## config.mk

```make
export PLATFORM = sky130hd
export DESIGN_NAME = result_serializer
export DESIGN_NICKNAME = d
export VERILOG_FILES = /design/src/rtl/matmul_pkg.sv /design/src/rtl/result_serializer.sv
export SDC_FILE = /design/constraint.sdc
export NUM_CORES = 1
export LEC_CHECK = 0
export ABC_AREA = 1
export ABC_CLOCK_PERIOD_IN_PS = 3380
export BUFFER_PORTS_ARGS = -buffer_cell sky130_fd_sc_hd__buf_2
export CORE_MARGIN = 4
export CORE_UTILIZATION = 44
export DETAILED_ROUTE_END_ITERATION = 12
export PLACE_DENSITY = 0.75
export SYNTH_ARGS = -nofsm -noshare
export SYNTH_HDL_FRONTEND = slang
export SYNTH_SLANG_ARGS = --single-unit
```

## constraint.sdc

```tcl
create_clock -name clk -period 3.38 [get_ports clk]
set_clock_uncertainty 0.15 [all_clocks]
set_input_delay 0.507 -clock clk [delete_from_list [all_inputs] [get_ports clk]]
set_output_delay 0.507 -clock clk [all_outputs]
set_load 0.01 [all_outputs]
```

## src/rtl/matmul_pkg.sv

```systemverilog
// Shared constants and state encoding for the matrix result path.
// RESULT_CKSUM_EN adds a trailing XOR checksum byte to the result stream.
package matmul_pkg;
   localparam int N_ELEM = 9;
   localparam int ELEM_W = 16;
   localparam int BYTE_W = 8;
   localparam int TOTAL  = N_ELEM * ELEM_W / BYTE_W;
   localparam int BPE    = ELEM_W / BYTE_W;
   localparam int CNT_W  = $clog2(TOTAL + 1);
`ifdef RESULT_CKSUM_EN
   localparam int TOTAL_TX = TOTAL + 1;
`else
   localparam int TOTAL_TX = TOTAL;
`endif

   // Encodings are shared with control_unit's SEND_RESULT sub-states.
   typedef enum logic [2:0] {
      IDLE      = 3'd0,
      ISSUE     = 3'd1,
      WAIT_ACK  = 3'd2,
      WAIT_FREE = 3'd3,
      DONE      = 3'd4
   } ser_state_t;
endpackage

```

## src/rtl/result_serializer.sv

```systemverilog
// Captures the 3x3 result on load and streams it byte-by-byte to uart_tx.
// Optional RESULT_CKSUM_EN appends an XOR checksum byte before done.
module result_serializer
   import matmul_pkg::*;
(
   input  logic                       clk,
   input  logic                       rst_n,
   input  logic                       load,
   input  logic [N_ELEM*ELEM_W-1:0]   result,
   output logic                       ready,
   output logic [BYTE_W-1:0]          tx_data,
   output logic                       tx_start,
   input  logic                       tx_busy,
   output logic                       done
);
   ser_state_t               state, state_nx;
   logic [N_ELEM*ELEM_W-1:0] capture;
   logic [CNT_W-1:0]         byte_cnt;
   logic [BYTE_W-1:0]        data_q, cur_byte;
   logic                     last;
   int unsigned              byte_off;
`ifdef RESULT_CKSUM_EN
   logic [BYTE_W-1:0]        cksum;
`endif

   assign last = (byte_cnt == CNT_W'(TOTAL_TX - 1));

   // Element 0 first; within an element the MSB byte leaves first.
   always_comb begin
      byte_off = 0;
      if (int'(byte_cnt) < TOTAL)
         byte_off = (int'(byte_cnt) / BPE) * ELEM_W + (BPE - 1 - int'(byte_cnt) % BPE) * BYTE_W;
      cur_byte = capture[byte_off +: BYTE_W];
`ifdef RESULT_CKSUM_EN
      if (int'(byte_cnt) == TOTAL) cur_byte = cksum;
`endif
   end

   always_comb begin
      state_nx = state;
      tx_start = 1'b0;
      case (state)
         IDLE:      if (load) state_nx = ISSUE;
         ISSUE:     if (!tx_busy) begin
                       tx_start = 1'b1;
                       state_nx = WAIT_ACK;
                    end
         WAIT_ACK:  if (tx_busy) state_nx = WAIT_FREE;
         WAIT_FREE: if (!tx_busy) state_nx = last ? DONE : ISSUE;
         DONE:      state_nx = IDLE;
         default:   state_nx = IDLE;
      endcase
   end

   assign ready   = (state == IDLE);
   assign done    = (state == DONE);
   assign tx_data = (state == ISSUE) ? cur_byte : data_q;

   always_ff @(posedge clk or negedge rst_n) begin
      if (!rst_n) state <= IDLE;
      else        state <= state_nx;
   end

   always_ff @(posedge clk or negedge rst_n) begin
      if (!rst_n) begin
         capture  <= '0;
         byte_cnt <= '0;
         data_q   <= '0;
      end else begin
         if (state == IDLE && load) begin
            capture  <= result;
            byte_cnt <= '0;
         end
         if (tx_start) data_q <= cur_byte;
         if (state == WAIT_FREE && !tx_busy && !last) byte_cnt <= byte_cnt + 1'b1;
      end
   end

`ifdef RESULT_CKSUM_EN
   always_ff @(posedge clk or negedge rst_n) begin
      if (!rst_n)                              cksum <= '0;
      else if (state == IDLE && load)          cksum <= '0;
      else if (tx_start && int'(byte_cnt) < TOTAL) cksum <= cksum ^ cur_byte;
   end
`endif
endmodule
```

=== Word level (Yosys, flattened, before mapping) ===
Index checks and enable logic that the tools add are counted.

* Register bits after elaboration: 160
* Input port bits: 148
* Output and inout bits: 11
* Logic and storage cells: 38

* Add/subtract/negate cells: 3
* Order comparisons: 1
* Equal/unequal tests: 9
* Shift-type cells: 1
* Multiplexer cells: 12
* Reduce and logical (&&, ||, !) cells: 8

{| class="wikitable"
|+ Operators by type and width
! operator !! count
|-
| $shiftx 144x33->8 || 1
|-
| $mux 32 || 1
|-
| $mux 3 || 5
|-
| $pmux 3 s4 || 1
|-
| $add 9x5->10 || 1
|-
| $mux 5 || 2
|-
| $mux 8 || 1
|-
| $ne 2x2->1 const B || 4
|-
| $eq 3x2->1 const B || 2
|-
| $add 5x1->5 const B || 1
|-
| $eq 5x5->1 const B || 1
|-
| $lt 5x5->1 const B || 1
|-
| $reduce_and 4->1 || 1
|-
| $eq 3x1->1 const B || 1
|-
| $eq 3x3->1 const B || 1
|-
| $logic_and 1x1->1 || 3
|-
| $logic_not 3->1 || 1
|-
| $logic_not 1->1 || 2
|-
| $mux 1 || 2
|-
| $reduce_bool 2->1 || 1
|-
| $sub 1x1->2 const A || 1
|}

=== Logic depth before layout (Yosys ltp) ===
Gate-level depths: netlist (run 1).

* Word-level depth: 5
* Mapped depth: 14
* Gate-level depth less buffers: 13

=== Worst setup path after synthesis (run 1) ===
No wires, ideal clock.

* Path kind: register -> output
* From: register byte_cnt[0]
* To: output tx_data[1]
* Data arrival time: 1.554 ns
* Setup slack: 1.169 ns
* Stages on the path, launching flop included: 12
* Path through: dfrtp_1 > inv_2 > buf_4 > clkbuf_1 > nor2_1 > nor2_1 > o21ai_1 > nand3_1 > nand3_1 > nand3_1 > nand3_1 > nand2_1

* Longest elaborated chain between the ends: 5

{| class="wikitable"
|+ RTL lines
! element !! line !! text
|-
| from (decl) || result_serializer.sv:18 || <nowiki>logic [CNT_W-1:0] byte_cnt;</nowiki>
|-
| from (signal assigned) || result_serializer.sv:75 || <nowiki>if (state == WAIT_FREE && !tx_busy && !last) byte_cnt <= byte_cnt + 1'b1;</nowiki>
|-
| $sub 1x1->2 || result_serializer.sv:32 || <nowiki>byte_off = (int'(byte_cnt) / BPE) * ELEM_W + (BPE - 1 - int'(byte_cnt) % BPE) * BYTE_W;</nowiki>
|-
| $add 9x5->10 || result_serializer.sv:32 ||
|-
| $mux 32 (*) || result_serializer.sv:31 || <nowiki>if (int'(byte_cnt) < TOTAL)</nowiki>
|-
| $shiftx 144x33->8 (*) || result_serializer.sv:33 || <nowiki>cur_byte = capture[byte_off +: BYTE_W];</nowiki>
|-
| $mux 8 (*) || result_serializer.sv:57 || <nowiki>assign tx_data = (state == ISSUE) ? cur_byte : data_q;</nowiki>
|-
| to (decl) || result_serializer.sv:11 || <nowiki>output logic [BYTE_W-1:0] tx_data,</nowiki>
|}

Mark *: on every way between the ends. The rest lies on a longest branch, timed or not.

=== Worst setup path after layout (run 1) ===
* From: register byte_cnt[2]
* To: output tx_data[4]

* Longest elaborated chain between the ends: 4

{| class="wikitable"
|+ RTL lines
! element !! line
|-
| $add 9x5->10 / $lt 5x5->1 (equally long branches) || result_serializer.sv:32, result_serializer.sv:31
|-
| $mux 32 (*) || result_serializer.sv:31
|-
| $shiftx 144x33->8 (*) || result_serializer.sv:33
|-
| $mux 8 (*) || result_serializer.sv:57
|}

Marked as above.

==> results by stage, run 1 <==
STA:
- In the finished design, the share of the clock period the worst path needs comes to around 95%.
- The number of max-slew violations in the final report is 0.
- The number of hold violations in the final report was 0.
- The maximum clock frequency is approximately 0.31 GHz.
- Setup violations remaining at the end of the flow were counted as 0.
- For the pin with the worst max-slew slack, the measured transition is approximately 0.59 ns.
- The final sum of negative setup slack is 0 ns.
- Setup slack closes at approximately 0.18 ns.
- The post-layout minimum cycle time is 3.20 ns.
- The relative slew slack is between 60% and 70%.
- Setup repair after global routing left no endpoint under its margin.

Synth:
- The number of register bits inferred by synthesis is 160.
- For this run, the number of Yosys warnings is 0.
- The unique cell type count in the Yosys netlist is 28.
- The post-synth design cell area is a little under 8000 um^2.
- Sequential elements use about half of the synthesized area.
- Of the post-synthesis cell area, the dominant cell type holds between 50 and 60%.
- The synthesized netlist net count is approximately 1,200.
- The cell type with the largest total area after synthesis is sky130_fd_sc_hd__dfrtp_1.
- The number of cells produced by synthesis is approximately 1,000.
- Sorting the synthesized cells by area gives the leading types as sky130_fd_sc_hd__dfrtp_1 51%, sky130_fd_sc_hd__nand2_1 21%, sky130_fd_sc_hd__nand3_1 7.2%.
- The average instance area after synthesis is ~7.5 um^2.

Worst setup path:
- The arrival time at the worst endpoint is approximately 2.5 ns.
- The setup check on the worst reg-to-reg path leaves a slack of around 1.2 ns.
- Walking the worst path, the cells encountered are nor2_2, nand2_2, nand2_8, nand2_8, buf_4, nand2_1, nand3_1, nand3_1, nand3_1, nand2_1, nand2_1, nand2_1, nand2_1, nand2_1, buf_2.
- The library cell appearing most often on the critical path is sky130_fd_sc_hd__nand2_1.
- The launching element type of the critical path is a flop.
- The worst setup path is of the flop to output port kind.
- In this design, the stage delay of the slowest critical-path cell is between 0.4 and 0.5 ns.
- The kind of end point of the critical path is an output port.
- The cell type group with the largest total delay on the critical path is simple AND/OR/NAND/NOR gates.
- Among all stages on the critical path, the largest delay is contributed by sky130_fd_sc_hd__dfrtp_1.
- At the worst endpoint, the required time is 2.72 ns.
- The maximum fanout encountered on the critical timing path is 22.
- The number of buffer and inverter stages on the critical path is 2.

Clock tree:
- TritonCTS built the clock tree.
- The maximum buffer depth of the clock tree is 2.
- The H-tree generated during clock tree synthesis spans 4 levels.
- Buffers inserted during clock tree synthesis total 17.
- The clock tree root driver cell is sky130_fd_sc_hd__clkbuf_16.
- The tree built by TritonCTS fans out to between 150 and 200 sinks.
- The number of setup buffers added after CTS is 0.
- The clock-pin slew reported for the worst setup and hold paths after clock tree synthesis is ~0.060 ns.
- Clock latency on the worst-skew pair, taken at its later pin, is roughly 0.43 ns.

Power:
- The proportion of power drawn by combinational gates is 39.3%.
- The clock share of power is roughly 23%.
- IR analysis of the VDD net gives a maximum drop of around 480 uV.
- Summed over all cells, the static leakage comes to ~0.0051 uW.
- Overall power consumption after layout is estimated at ~8600 uW.
- The internal power is 5160 uW.
- Sequential cells burn between 30% and 40% of the power.
- Net switching is between 30% and 40% of the power.
- For this design the ratio of total power to cell area is 906 nW/um^2.
- The switching power total is 3400 uW.

Placed design:
- The final weighted congestion in routability-driven placement is 0.914.
- Prior to clock tree synthesis, the placed netlist has a worst setup slack of slightly below 0.6 ns.
- During placement, the flow inserted port buffers numbering approximately 160.
- The total half-perimeter wirelength after legalization and detailed placement is roughly 16,000 um.
- The placed cell area is ~9000 um^2.

Floorplanning:
- The die covers between 20,000 and 25,000 um^2.
- In this run the standard cell core region covers approximately 17,000 um^2.
- The overall die height is roughly 140 um.
- The I/O pin count is between 150 and 200.
- The initial utilization of the core area, before any placement, comes to between 40% and 50%.
- The floorplan has 48 rows.
- The floorplan step set the die width to roughly 140 um.

Flow run:
- The number of max-cap violations is 0.

Run status:
- The flow ran to the end, and the final reports show no timing, DRC or antenna violations.

Cells and area:
- The filler cells instantiated in the layout total 1,647.
- The footprint of the flip-flops and latches is between 4000 and 5000 um^2.
- The area of the multi-input gates is 3340 um^2.
- The net count of the finished layout is 1,330.
- After routing the design area is around 9400 um^2.
- The area overhead of the layout relative to synthesis is 20.5%.
- The post-route netlist has 18.8% of its cells at a drive strength greater than 1.
- The total inserted antenna cells is 0.

GRT:
- The number of global-route vias before repair is 7,034.
- The first global-routing pass estimated 35,700 um of wire.
- The number of antenna violations at the first check in global routing came to 0.
- The largest net degree at the start of global routing is about 130.
- The total overflow left after global routing is 0.
- Global routing consumed, over all layers together, between 20 and 25% of the routing resources.

Route:
- The DRC violation total after the first TritonRoute iteration is just under 700.
- The number of search-and-repair iterations in the first detailed-routing pass is 5.
- The final route contains 7,241 vias.
- The via density per instance is roughly 5.
- Dividing the detail-routed wire length by the instance count gives between 15 and 20 um.
- Summed over all layers, the routed wires come to about 22,000 um.
- In the routed design, unresolved DRC markers number 0.
- The final antenna-violating net count is 0.

Worst hold path:
- The class of the most critical hold timing path is input port to flop.
## metal layers
layer | global-route usage, % | share of wire, % | routed length [um] | up-vias
met2 | 33.5 | 45 | 9860 | 263
met1 | 32.2 | 45 | 10000 | 3373
met5 | 0 | 0 | 0 | -
met4 | 8.69 | 3.4 | 753 | 0
met3 | 5.63 | 6.7 | 1490 | 49
li1 | - | - | - | 3556
## state kept, by name (all words and copies together) (netlist names)
name      cells
data_q        8
state         3
capture     144
byte_cnt      5
## cell usage after synthesis
cell                       count
sky130_fd_sc_hd__nor3_1        1
sky130_fd_sc_hd__nand2_2       2
sky130_fd_sc_hd__buf_2        25
sky130_fd_sc_hd__o22ai_1       3
sky130_fd_sc_hd__clkbuf_1     25
sky130_fd_sc_hd__o21ai_1      24
sky130_fd_sc_hd__a211oi_1      1
sky130_fd_sc_hd__a32o_1        1
sky130_fd_sc_hd__nand3_1     113
sky130_fd_sc_hd__or2_2         2
sky130_fd_sc_hd__a31o_2        1
sky130_fd_sc_hd__nand3b_1     31
sky130_fd_sc_hd__nor2_2        5
sky130_fd_sc_hd__nand2_4       2
sky130_fd_sc_hd__nor2_1       76
sky130_fd_sc_hd__buf_4         4
sky130_fd_sc_hd__o21ai_0      46
sky130_fd_sc_hd__ha_1          2
sky130_fd_sc_hd__inv_1        53
sky130_fd_sc_hd__nor4_1        1
sky130_fd_sc_hd__nand2_1     448
sky130_fd_sc_hd__inv_2        10
sky130_fd_sc_hd__buf_6         2
sky130_fd_sc_hd__nand4_1       1
sky130_fd_sc_hd__dfrtp_1     160
sky130_fd_sc_hd__a21oi_1       4
sky130_fd_sc_hd__buf_1         2
sky130_fd_sc_hd__xor2_1        2
## power groups by stage
stage                     registers (uW)  clock network, uW  logic, uW
after global placement              3250                  0       3230
after CTS                           3240               1970       3350
after detailed placement            3260                  0       3310
after floorplan                     3120                  0       2440
final                               3250               1950       3360
after global routing                3350               2050       3850
## final timing paths
path | startpoint | to | cells after the start
max | byte_cnt[2]$_DFFE_PN0P_ | tx_data[4] | 15
min | result[127] | capture[127]$_DFFE_PN0P_ | 3
max reg2reg | state[0]$_DFFE_PN0P_ | byte_cnt[2]$_DFFE_PN0P_ | 6
min reg2reg | capture[73]$_DFFE_PN0P_ | capture[73]$_DFFE_PN0P_ | 2
max in group asynchronous | rst_n | state[2]$_DFFE_PN0P_ | 3
min in group asynchronous | rst_n | capture[119]$_DFFE_PN0P_ | 2
## final cells by class
| type | instances | share of cell area, % |
|---|---|---|
| sequential | 160 | 42.4 |
| multi-input combinational | 766 | 35.4 |
| timing repair buffer | 172 | 10.4 |
| clock buffer | 18 | 4.54 |
| tap | 225 | 2.98 |
| inverter | 63 | 2.56 |
| clock inverter | 13 | 1.75 |
## cells by family after synthesis
kind of cell / Yosys count / share of synthesized area (%)
and+or+nand+nor: 682 / 36.5
DFF: 160 / 51.1
buffers and inverters: 121 / 6.58
AOI/OAI and AO/OA: 80 / 5.30
xor gates and xnor gates: 2 / 0.224
adders and majority gates: 2 / 0.319
## worst reg2reg max path, stage by stage (launching register included)
cell,delay (ns)
sky130_fd_sc_hd__dfrtp_1,0.43
sky130_fd_sc_hd__nor2_1,0.12
sky130_fd_sc_hd__nand2_1,0.11
sky130_fd_sc_hd__nor2_4,0.44
sky130_fd_sc_hd__buf_12,0.44
sky130_fd_sc_hd__nor2_1,0.18
sky130_fd_sc_hd__a32o_1,0.22
## layout by cell type, fill, tap and decap left out, types with 7 or more instances in the layout
cell type	count
sky130_fd_sc_hd__nand3_1	113
sky130_fd_sc_hd__buf_2	157
sky130_fd_sc_hd__inv_2	9
sky130_fd_sc_hd__o21ai_1	24
sky130_fd_sc_hd__clkbuf_16	17
sky130_fd_sc_hd__buf_4	7
sky130_fd_sc_hd__inv_1	52
sky130_fd_sc_hd__nand2_1	448
sky130_fd_sc_hd__o21ai_0	46
sky130_fd_sc_hd__dfrtp_1	160
sky130_fd_sc_hd__nand3b_1	31
sky130_fd_sc_hd__nor2_1	76
## through the flow
| stage | hold slack [ns] | util [%] | std cells |
|---|---|---|---|
| finish | 0.120 | 54.4 | 1417 |
| global route | 0.126 | 54.4 | 1417 |
| CTS | 0.111 | 54.2 | 1417 |
| detailed placement | 0.300 | 50.7 | 1385 |
| global placement | 0.295 | 50.7 | 1385 |
| floorplan | 0.0614 | - | 1047 |
## timing repair
| item | 4_1_cts | 5_1_grt |
|---|---|---|
| hold endpoints to repair | 61 | 0 |
| hold buffers | 1 | 0 |
| endpoints found under the setup margin | 0 | 7 |
| resized for setup | 0 | 9 |
Note: power is estimated with default switching activity, not from simulation.
==> run 2, diff against run 1 <==
--- a/config.mk
+++ b/config.mk
@@ -6,11 +6,11 @@
 export NUM_CORES = 1
 export LEC_CHECK = 0
 export ABC_AREA = 1
-export ABC_CLOCK_PERIOD_IN_PS = 3380
 export BUFFER_PORTS_ARGS = -buffer_cell sky130_fd_sc_hd__buf_2
 export CORE_MARGIN = 4
 export CORE_UTILIZATION = 44
 export DETAILED_ROUTE_END_ITERATION = 12
+export MAX_ROUTING_LAYER = met4
 export PLACE_DENSITY = 0.75
 export SYNTH_ARGS = -nofsm -noshare
 export SYNTH_HDL_FRONTEND = slang
==> run 2 against run 1 <==
  * Fmax grew 0.84%
  * Sequential cell count is the same
  * Largest power group unchanged
  * Non-clock buffer count shrank 2
  * Cell count is the same
  * Count of clock-buffer cells in the layout grew 1
  * Critical path type unchanged
  * Die area is the same
  * Critical endpoint is now tx_data[0]
  * Design area shrank 0.19%
==> results by stage, run 2 (synthesis results as in run 1) <==
Route:
- The DRC violation total after the first TritonRoute iteration is roughly 800.
- For this block, the via count after detailed routing is around 7,000.
- The final antenna-violating net count is 0.
- The pre-antenna-repair detailed-routing pass consisted of 5 iterations.
- After detailed routing, the number of remaining DRC violations is 0.
- The via density per instance is about 5.
- The routed wirelength normalized by instance count is 15.1 um.
- The total length of routed wires is about 21,000 um.

Clock tree:
- TritonCTS built the clock tree.
- The total CTS buffers is 17.
- The clock tree root driver cell is sky130_fd_sc_hd__clkbuf_16.
- The H-tree was split into 4 levels.
- The later pin in the worst-skew pair is clocked with a latency of between 0.4 and 0.5 ns.
- The maximum buffer depth of the clock tree is 2.
- The number of clock sinks seen by CTS is 160.
- The number of setup buffers added after CTS is 0.
- The clock-pin slew reported for the worst setup and hold paths after clock tree synthesis is around 0.060 ns.

Floorplanning:
- The I/O pin count is 159.
- The floorplan row count is 48.
- The die width is about 140 um.
- The overall die height is around 140 um.
- For this configuration, the core starts out at a cell density of between 40% and 50%.
- The core area is ~17,000 um^2.
- The die covers around 20,000 um^2.

STA:
- The number of hold violations in the final report is 0.
- The worst hold slack across all endpoints is around 0.12 ns.
- The final sum of negative setup slack is 0 ns.
- The smallest clock period supported by the final layout is computed as ~3.2 ns.
- The number of setup violations in the final report is 0.
- Measured against its own limit, the worst slew margin works out to a little over two fifths.
- In the finished design, the share of the clock period the worst path needs comes to around 94%.
- The number of max-slew violations in the final report is 0.
- The maximum clock frequency is ~0.32 GHz.
- The slew at the pin closest to its max-slew limit is 0.846 ns.

Run status:
- The run finished with clean final reports.

Worst setup path:
- The required time at the worst-slack endpoint is about 2.7 ns.
- The endpoint identified for the worst register-to-register timing path is data_q[3]$_DFFE_PN0P_.
- The class of the most critical setup path is flop to output port.
- The capturing element of the worst setup path is tx_data[0].
- The kind of end point of the critical path is an output port.
- For the worst flop-to-flop path, the logic depth is 13.
- The launching element type of the critical path is a flop.
- The arrival time at the worst endpoint is about 2.5 ns.
- The setup check on the worst reg-to-reg path leaves a slack of roughly 1.2 ns.
- Tracing the worst setup path back leads to its startpoint at byte_cnt[2]$_DFFE_PN0P_.
- In this run the critical register-to-register path is launched from byte_cnt[2]$_DFFE_PN0P_.
- The maximum fanout encountered on the critical timing path is 21.

Power:
- Summed over all cells, the static leakage comes to between 0.005 and 0.006 uW.
- Power spread over the standard cell area amounts to 902 nW/um^2.
- The maximum VDD drop is roughly 480 uV.

GRT:
- After global routing the overflow that remains totals 0.
- The first global-routing pass estimated between 30,000 and 40,000 um of wire.
- The number of antenna violations at the first check in global routing was 0.
- Global routing used between 20 and 25% of the available tracks.
- The largest net degree at the start of global routing is between 150 and 200.
- The number of global-route vias before repair was 6,675.

Flow run:
- The number of max-cap violations is 0.

Cells and area:
- The register with the most flip-flops in the layout has roughly 140 of them.
- The post-route netlist has a little under a fifth of its cells at a drive strength greater than 1.
- The total inserted antenna cells is 0.
- capture holds more flip-flops than any other register.
- The largest registers in the layout are capture (144), data_q (8), byte_cnt (5).
- The filler cells instantiated in the layout total 1,658.
- The final standard cell count with taps included and fillers excluded is ~1,400.
- The area overhead of the layout relative to synthesis is 20.2%.
- Leaving out fill and tap cells, the most frequent cell in the layout is sky130_fd_sc_hd__nand2_1.
- In the layout the commonest cells are 448 x sky130_fd_sc_hd__nand2_1, 159 x sky130_fd_sc_hd__dfrtp_1, 157 x sky130_fd_sc_hd__buf_2.
- In the final design database the tool counted 1,329 nets.
- After routing the design area is 9430 um^2.

Placed design:
- The final weighted congestion in routability-driven placement is 0.955.
- The total half-perimeter wirelength after legalization and detailed placement is approximately 15,000 um.
- During placement, the flow inserted port buffers numbering ~160.
- The post-placement cell count is roughly 1,400.
- The placed cell area is a little under 9000 um^2.

Worst hold path:
- In this run the worst hold path is classified as input port to flop.
-- run 2: stage by stage --
step                      power (uW)  utilization, %  worst slack (ns)
after floorplan                 5560               -              1.17
after global routing            9190            54.3           -0.0235
after CTS                       8520            54.1            0.0410
after global placement          6480            50.6             0.505
final                           8500            54.3             0.210
after detailed placement        6550            50.6             0.435
-- run 2: timing repair --
action / 4_1_cts / 5_1_grt
gates resized for setup: 2 / 5
cloned: 0 / 1
hold buffers: 1 / 0
endpoints found under the hold margin: 68 / 0
setup endpoints to repair: 8 / 8
pin swaps: 0 / 1
-- run 2: worst min-delay path by stage --
stage,from,endpoint,slack [ns],depth (start not counted)
floorplan,rst_n,byte_cnt[0]$_DFFE_PN0P_,0.06,0
global placement,capture[44]$_DFFE_PN0P_,capture[44]$_DFFE_PN0P_,0.30,2
detailed placement,capture[110]$_DFFE_PN0P_,capture[110]$_DFFE_PN0P_,0.30,2
CTS,result[57],capture[57]$_DFFE_PN0P_,0.11,3
global route,result[32],capture[32]$_DFFE_PN0P_,0.13,3
finish,result[57],capture[57]$_DFFE_PN0P_,0.12,3
-- run 2: cell type report --
cell class	instances	area (um^2)	share of cell area, %
Clock inverter	13	163	1.73
Clock buffer	19	433	4.59
Timing Repair Buffer	170	943	10.0
Inverter	63	241	2.56
Sequential cell	160	4010	42.5
Tap cell	225	282	2.99
Multi-Input combinational cell	767	3360	35.6
-- run 2: worst max-delay path, stage by stage, from the launching register on --
cell and delay [ns]:
sky130_fd_sc_hd__dfrtp_2 0.46, sky130_fd_sc_hd__nor2_2 0.17, sky130_fd_sc_hd__nand2_2 0.12, sky130_fd_sc_hd__nand2_8 0.16
sky130_fd_sc_hd__nand2_8 0.14, sky130_fd_sc_hd__buf_4 0.22, sky130_fd_sc_hd__nand2_1 0.06, sky130_fd_sc_hd__nand3_1 0.09
sky130_fd_sc_hd__nand3_1 0.10, sky130_fd_sc_hd__nand3_1 0.11, sky130_fd_sc_hd__nand3_1 0.15, sky130_fd_sc_hd__nand3_1 0.09
sky130_fd_sc_hd__nand2_1 0.09, sky130_fd_sc_hd__buf_2 0.13
-- run 2: routing by layer --
layer,global-route usage (%),wire length (um),vias up
li1,-,-,3565
met1,32.5,10200,3237
met2,31.0,9390,250
met3,4.72,1430,29
met4,7.47,462,0
met5,-,0,-
-- run 2: report_power, final --
part	switching [uW]	internal, uW	leakage (uW)
clock	775	1160	0.000284
combinational	2150	1190	0.00279
sequential	434	2800	0.00200
==> run 3, diff against run 2 <==
--- a/config.mk
+++ b/config.mk
@@ -11,7 +11,7 @@
 export CORE_UTILIZATION = 44
 export DETAILED_ROUTE_END_ITERATION = 12
 export MAX_ROUTING_LAYER = met4
-export PLACE_DENSITY = 0.75
+export PLACE_DENSITY = 0.64
 export SYNTH_ARGS = -nofsm -noshare
 export SYNTH_HDL_FRONTEND = slang
 export SYNTH_SLANG_ARGS = --single-unit
==> run 3 against run 2 <==
  * First-iteration DRC count is 21% lower
  * Sequential cell count stayed put
  * Sequential share of layout area is 0.072 points higher
  * Non-clock buffer count stayed put
  * Die area stayed put
  * Design area is 0.20% lower
  * Fmax is 0.16% lower
  * Register-to-register slack hardly changed
  * Count of clock-buffer cells in the layout is 1 lower
==> results by stage, run 3 (synthesis results as in run 1) <==
Run status:
- The run finished with clean final reports.

Cells and area:
- In the final layout, the multi-input gates occupy 3330 um^2.
- The largest registers in the layout are capture (144), data_q (8), byte_cnt (5).
- The final-layout fill cell count is ~1,700.
- The most common cell after layout, fill and taps aside is sky130_fd_sc_hd__nand2_1.
- 0 antenna diodes ended up in the layout.
- Ranked by flip-flop count, first place goes to capture.
- The number of flip-flops under the largest register name is 144.
- The design area is roughly 9400 um^2.
- Of the cells placed in the final design, the portion with a size suffix greater than 1 is a little under a fifth.
- The number of nets in the final layout is 1,328.
- Compared with the post-synthesis result, the final layout area differs by 20.0%.
- In the layout the commonest cells are 448 x sky130_fd_sc_hd__nand2_1, 160 x sky130_fd_sc_hd__dfrtp_1, 157 x sky130_fd_sc_hd__buf_2.
- The sequential cells in the finished layout cover a total of 4000 um^2.

Clock tree:
- The total CTS buffers is 17.
- The clock reaches the later pin of the worst-skew pair after about 0.43 ns.
- TritonCTS built the clock tree.
- Clock tree synthesis found a total of 160 sinks.
- Buffers added to address setup during post-CTS repair amount to 0.
- The H-tree generated during clock tree synthesis spans 4 levels.
- After clock tree synthesis, the clock-pin slew on the worst setup and hold paths is about 0.070 ns.
- In this run the clock root is driven by a sky130_fd_sc_hd__clkbuf_16.
- The clock passes through at most 2 buffers.

GRT:
- The first global-routing pass estimated 35,700 um of wire.
- The number of global-route vias before repair is 6,855.
- Summed over all layers, the global routing overflow is 0.
- The number of antenna violations at the first check in global routing came to 0.
- Across every metal layer, demand over resource in global routing totals between 20% and 30%.
- Entering global routing, the biggest net connects around 190 pins.

Worst setup path:
- The number of buffer and inverter stages on the critical path is 2.
- Among cell families on the critical path, the largest total delay comes from simple AND/OR/NAND/NOR gates.
- The slowest stage of the critical path is the sky130_fd_sc_hd__dfrtp_1 cell.
- The kind of end point of the critical path is an output port.
- Along the worst path, the maximum fanout reaches 42.
- The largest stage delay on the critical path is approximately 0.44 ns.
- By instance count, the cell type seen most on the critical path is sky130_fd_sc_hd__nand2_1.
- For the worst setup path, the data required time is 2.72 ns.
- The signal on the critical path passes through nor2_2, nand2_2, nand2_4, buf_6, nand3_1, a21oi_1, nand2_1, nand3_1, nand2_1, nand2_1, nand2_1, nand2_1, nand2_1, buf_2.
- The class of the most critical setup path is flop to output port.
- The launching element type of the critical path is a flop.
- The arrival time at the worst endpoint is roughly 2.5 ns.

Route:
- In this run, the number of DRC markers left after iteration 0 of detailed routing was 619.
- After detailed routing, the average wire length per cell comes to between 15 and 20 um.
- In the routed design, unresolved DRC markers number 0.
- The number of search-and-repair iterations in the first detailed-routing pass is 5.
- The routed via count is a little over 7,000.
- The via density per instance is 5.02.
- The total length of routed wires is between 20,000 and 25,000 um.
- The final antenna-violating net count is 0.

STA:
- The number of max-slew violations in the final report is 0.
- Timing would allow up to roughly 0.31 GHz.
- Of the available clock period, the critical path in the final layout requires between 90 and 100%.
- The number of hold violations in the final report is 0.
- The relative slew slack is approximately half.
- The number of setup violations in the final report is 0.
- Setup repair after global routing left no endpoint under its margin.
- At the pin with the least slew margin, the transition time is roughly 0.74 ns.
- The final sum of negative setup slack is 0 ns.
- Across all hold checks on the routed design, the worst slack comes to roughly 0.13 ns.
- Counting I/O delays and the setup requirement, the final critical path takes between 3 and 4 ns.

Power:
- VDD sags by at most 501 uV.
- Summing internal, switching and leakage power gives about 8500 uW.
- The ratio of total power to cell area is between 900 and 1000 nW/um^2.
- The leakage power total is a little over 0.005 uW.

Flow run:
- The tool flagged a number of max-cap violations equal to 0.

Placed design:
- The placed cell area is 8800 um^2.
- Routability-driven placement finished with a final weighted congestion of around 0.84.
- The total half-perimeter wirelength after legalization and detailed placement is roughly 15,000 um.
- Port buffering added about 160 buffers.

Floorplanning:
- The die covers 20,000 um^2.
- The I/O pin count is between 150 and 200.
- The floorplan has between 40 and 50 rows.
- The core area is 17,400 um^2.
- The initial core utilization is 45.2%.
- The overall die height is between 100 and 150 um.
- The die width is approximately 140 um.

Worst hold path:
- In this run the worst hold path is classified as input port to flop.
[run 3: cell types whose count changed in the layout (fill, tap and decap cells not counted), sizes merged]
cell,change
inv,+6
bufinv,-2
clkinv,-2
clkbuf,-1
clkinvlp,-1
nand2,-1
[run 3: layer usage]
| layer | vias up | track usage, % | routed length [um] |
|---|---|---|---|
| met5 | - | - | 0 |
| met4 | 0 | 7.27 | 451 |
| met3 | 32 | 3.57 | 1310 |
| met2 | 222 | 32.4 | 9560 |
| met1 | 3280 | 34.6 | 10600 |
| li1 | 3573 | - | - |
[run 3: layout make-up]
class                      instances  share of cell area [%]
sequential                       160                    42.6
multi-input combinational        766                    35.4
timing repair buffer             170                    10.3
clock inverter                    14                    1.53
tap                              225                    2.99
inverter                          63                    2.51
clock buffer                      18                    4.67
[run 3: final timing paths]
check                                         from                       end  slack (ns)  depth (start not counted)
max in group asynchronous                    rst_n    capture[6]$_DFFE_PN0P_        1.86                          3
min                                    result[113]  capture[113]$_DFFE_PN0P_        0.13                          3
min in group asynchronous                    rst_n  capture[119]$_DFFE_PN0P_        0.52                          2
max                        byte_cnt[2]$_DFFE_PN0P_                tx_data[3]        0.20                         14
min reg2reg                capture[76]$_DFFE_PN0P_   capture[76]$_DFFE_PN0P_        0.31                          2
max reg2reg                byte_cnt[2]$_DFFE_PN0P_     data_q[3]$_DFFE_PN0P_        1.16                         13
[run 3: power breakdown]
group          internal (uW)  leakage (uW)  switching, uW
logic                   1190       0.00281           2150
clock network           1060      0.000281            837
registers               2800       0.00200            447
total                   5040       0.00509           3430
[run 3: timing repair]
action / CTS / global route
hold buffers: 1 / 0
resized for setup: 0 / 2
hold endpoints to repair: 6 / 0
endpoints found under the setup margin: 0 / 6
[run 3: per-stage QoR]
| step | setup WS, ns | util [%] | cells |
|---|---|---|---|
| after floorplan | 1.17 | - | 1047 |
| after global placement | 0.639 | 50.7 | 1383 |
| after detailed placement | 0.614 | 50.7 | 1383 |
| after CTS | 0.123 | 54.1 | 1416 |
| after global routing | 0.00177 | 54.2 | 1416 |
| final | 0.205 | 54.2 | 1416 |
[run 3: worst min-delay path: cells and delay by family]
family / cells / cell delay, ns
and+or+nand+nor: 2 / 0.09
buffers and inverters: 1 / 0.07
